--- src/rtl/regfile_write_arbiter.sv ---
`timescale 1ns/1ps
// regfile_write_arbiter
// Round-robin arbiter sharing the register file's single write port among
// NUM_REQ writeback sources. At most one request is granted per cycle; the
// granted request is registered into a write command for the register file.
//
// Ports:
//   clk        rising-edge clock
//   rst_n      asynchronous active-low reset
//   hold       blocks this cycle's grant
//   req_valid  per-requester valid
//   req_reg    per-requester destination index, requester i at [i*REG_BITS +: REG_BITS]
//   req_data   per-requester write data, requester i at [i*WORD_SIZE +: WORD_SIZE]
//   req_ready  combinational one-hot grant (or zero)
//   write_en   registered write enable to the register file
//   write_reg  registered destination index
//   write_data registered write data
//   grant_id   registered index of the requester whose write is on write_*
//   wr_count   count of accepted writes, wraps modulo 2^16
module regfile_write_arbiter #(
  parameter int WORD_SIZE = 16,
  parameter int REG_BITS  = 4,
  parameter int NUM_REQ   = 3
) (
  input  logic                          clk,
  input  logic                          rst_n,
  input  logic                          hold,
  input  logic [NUM_REQ-1:0]            req_valid,
  input  logic [NUM_REQ*REG_BITS-1:0]   req_reg,
  input  logic [NUM_REQ*WORD_SIZE-1:0]  req_data,
  output logic [NUM_REQ-1:0]            req_ready,
  output logic                          write_en,
  output logic [REG_BITS-1:0]           write_reg,
  output logic [WORD_SIZE-1:0]          write_data,
  output logic [2:0]                    grant_id,
  output logic [15:0]                   wr_count
);

  localparam logic [2:0] LAST_ID = 3'(NUM_REQ - 1);

  logic [2:0]           ptr;
  logic                 found;
  logic [2:0]           sel_id;
  logic [REG_BITS-1:0]  sel_reg;
  logic [WORD_SIZE-1:0] sel_data;
  int unsigned          scan_idx;

  // Scan ptr, ptr+1, ... modulo NUM_REQ; the first valid requester wins.
  // Ready is only ever raised on a valid requester, so found == acceptance.
  always_comb begin
    req_ready = '0;
    found     = 1'b0;
    sel_id    = '0;
    sel_reg   = '0;
    sel_data  = '0;
    scan_idx  = 0;
    if (rst_n && !hold) begin
      for (int unsigned k = 0; k < NUM_REQ; k++) begin
        scan_idx = (32'(ptr) + k) % NUM_REQ;
        if (!found && req_valid[scan_idx]) begin
          found               = 1'b1;
          sel_id              = 3'(scan_idx);
          sel_reg             = req_reg[scan_idx*REG_BITS +: REG_BITS];
          sel_data            = req_data[scan_idx*WORD_SIZE +: WORD_SIZE];
          req_ready[scan_idx] = 1'b1;
        end
      end
    end
  end

  always_ff @(posedge clk or negedge rst_n) begin
    if (!rst_n) begin
      ptr        <= '0;
      write_en   <= 1'b0;
      write_reg  <= '0;
      write_data <= '0;
      grant_id   <= '0;
      wr_count   <= '0;
    end else if (found) begin
      ptr        <= (sel_id == LAST_ID) ? '0 : sel_id + 3'd1;
      write_en   <= 1'b1;
      write_reg  <= sel_reg;
      write_data <= sel_data;
      grant_id   <= sel_id;
      wr_count   <= wr_count + 16'd1;
    end else begin
      write_en   <= 1'b0;
    end
  end

endmodule

--- config.mk ---
export PLATFORM = sky130hd
export DESIGN_NAME = regfile_write_arbiter
export DESIGN_NICKNAME = d
export VERILOG_FILES = /design/src/rtl/regfile_write_arbiter.sv
export SDC_FILE = /design/constraint.sdc
export NUM_CORES = 1
export LEC_CHECK = 0
export ABC_CLOCK_PERIOD_IN_PS = 5300
export CAP_MARGIN = 10
export CORE_MARGIN = 5
export CORE_UTILIZATION = 52
export DETAILED_ROUTE_END_ITERATION = 8
export PLACE_DENSITY_LB_ADDON = 0.2
export SLEW_MARGIN = 20
export SYNTH_ARGS = -nofsm -noshare
export SYNTH_HDL_FRONTEND = slang
export SYNTH_SLANG_ARGS = --single-unit
export TNS_END_PERCENT = 10
--- constraint.sdc ---
create_clock -name clk -period 5.3 [get_ports clk]
set_input_delay 0.53 -clock clk [delete_from_list [all_inputs] [get_ports clk]]
set_output_delay 0.53 -clock clk [all_outputs]
set_load 0.02 [all_outputs]
==> impl_metrics.ini <==
[synth]
ys.flop_type = dfrtp_1
synth_top_area_frac = 0.228
synthCells = 581
syn_avg_cell_area_um2 = 8.12
async_flop_share = 1.00
synth-seq-cells = 43
synth-edff-count = 0
syn_nets = 669
yosys_warnings = 0
synth_cell_types = 75
synth.most_common_cell = o21ai_0
synth_commonest_cells = o21ai_0 (74), nand2_1 (63), mux2i_1 (45)
synth_top_cells_by_area = dfrtp_1 (23%), mux2i_1 (9.5%), o21ai_0 (7.8%)
synth_area_mm2 = 0.00472
yosys.area.top_type = dfrtp_1
yosysSeqAreaShare = 0.228

[place]
hpwl_um = 11400
gp_congestion = 0.954
placed_area_mm2 = 0.00605
port_buffers = 108
dp.cells = 792

[cells_and_area]
multi_input_area_mm2 = 0.00335
nNetsFinal = 779
design_area_mm2 = 0.00619
diodes = 0
drive_gt1_frac = 0.124
synthToLayoutAreaGrowth_pct = 31.2
area.sequential_mm2 = 0.00108
final_cells = 800
fillers = 682

[setup_path]
required_ns = 4.77
worst-path-max-fanout = 21
cp-start-kind = flip-flop
end_kind = output port
worstPathArrival_ns = 4.37
path_class = reg2out

[drt]
wl_um = 15800
via_per_inst = 6.46
num_vias = 5168
wl_per_cell_um = 19.7
drcViolationCount = 0
drtIter0Drc = 464
dr.pass1.iters = 6
antenna_violating_nets_post_route = 0

[timing]
slew_violations = 0
slew-limit-headroom = 0.506
setup_violations = 0
max_freq_ghz = 0.204
max_slew.worst_pin.slew_ns = 0.739
fin_setup_tns_ns = 0
rsz0062_at_grt = no
min_period_ns = 4.90
min_period_over_period = 0.924
clock_skew_ns = 0.00290
hold_viol_final = 0

[grt]
grt_overflow = 0
grtUsageTotal = 0.273
grt_pass1_vias = 5261
antenna_found_initial = 0
grt_start_max_net_pins = 44
grt_pass1_wl_um = 25500

[clocking]
clockRootBuffer = clkbuf_8
cts_tree = done
holdBufCountCts = 0
cts_buffers = 5
path_clk_slew_ns = 0.09
clk_latency_ns = 0.30
htreeDepth = 2
clockBufferDepth = 2
cts.sinks = 43

[worst_hold_path]
hp-class = in2async

[floorplanning]
start_util = 0.538
die_w_um = 105
die_h_um = 105
die_area_mm2 = 0.0111
coreArea_mm2 = 0.00876
ios = 109
num_rows = 34

[flow_run]
cap_viol_max_count = 0

[outcome]
outcome = finished, final reports clean
worst max-delay path, cell delays in order, from the launching register on:
cell	delay [ns]
dfrtp_1	0.44
buf_4	0.18
ha_1	0.23
and2_1	0.18
nor2_1	0.15
xnor2_1	0.09
ha_1	0.28
a211o_1	0.31
o311ai_2	0.44
or2_1	0.23
buf_4	0.38
a221o_1	0.36
a211oi_4	0.09
nor3b_1	0.17
o31a_1	0.31
dlymetal6s2s_1	0.21
layer usage:
| metal | vias up | global-route usage | routed length, um |
|---|---|---|---|
| met5 | - | 0 | 0 |
| met4 | 0 | 0.114 | 426 |
| met3 | 43 | 0.0489 | 1230 |
| met2 | 271 | 0.466 | 7740 |
| met1 | 2448 | 0.339 | 6390 |
| li1 | 2406 | - | - |
area by class of cell:
type / instances / area share
tap: 108 / 0.0218
sequential: 43 / 0.174
clock inverter: 2 / 0.00626
inverter: 38 / 0.0230
multi-input combinational: 455 / 0.541
clock buffer: 6 / 0.0133
timing repair buffer: 148 / 0.221
path summary, 6_finish.rpt:
kind | slack [ns] | from | endpoint | cells after the start
min in group clk | 0.49 | write_data[5] | write_data[5] | 2
max reg2reg | 0.99 | ptr[1] | write_data[0] | 15
min | 0.39 | rst_n | wr_count[13] | 2
min reg2reg | 0.49 | write_data[5] | write_data[5] | 2
max in group asynchronous | 4.53 | rst_n | write_data[15] | 2
max | 0.40 | ptr[1] | req_ready[2] | 15
cells by family (layout without fill, tap and decap cells):
family	Yosys count	after routing	synth area share
muxes	46	46	0.0979
xor gates and xnor gates	22	22	0.0464
AOI/OAI and AO/OA	221	221	0.340
and+or+nand+nor	144	144	0.153
buffers and inverters	83	194	0.0756
adders and majority gates	22	22	0.0583
DFF	43	43	0.228
cells in the final DEF (no fill, tap or decap), types with 20 or more instances in the layout:
cell,instances
a222oi_1,20
ha_1,20
buf_4,40
o2bb2ai_1,20
nand2_1,63
mux2i_1,45
o21ai_0,72
clkdlybuf4s50_1,104
o211ai_1,21
inv_1,37
dfrtp_1,43
what timing repair did:
item,CTS,global route
resized for setup,4,11
setup endpoints to repair,3,3
setup buffers,0,0
stage by stage:
stage	setup slack [ns]	hold slack, ns	utilization
after floorplan	0.252	0.234	-
after global placement	0.370	0.458	0.691
after detailed placement	0.227	0.476	0.691
after CTS	0.0237	0.402	0.705
after global routing	0.0816	0.426	0.707
final	0.401	0.389	0.707
Power is not shown: default switching activity piles up to over one toggle a cycle in this logic, so the estimate is an artifact.
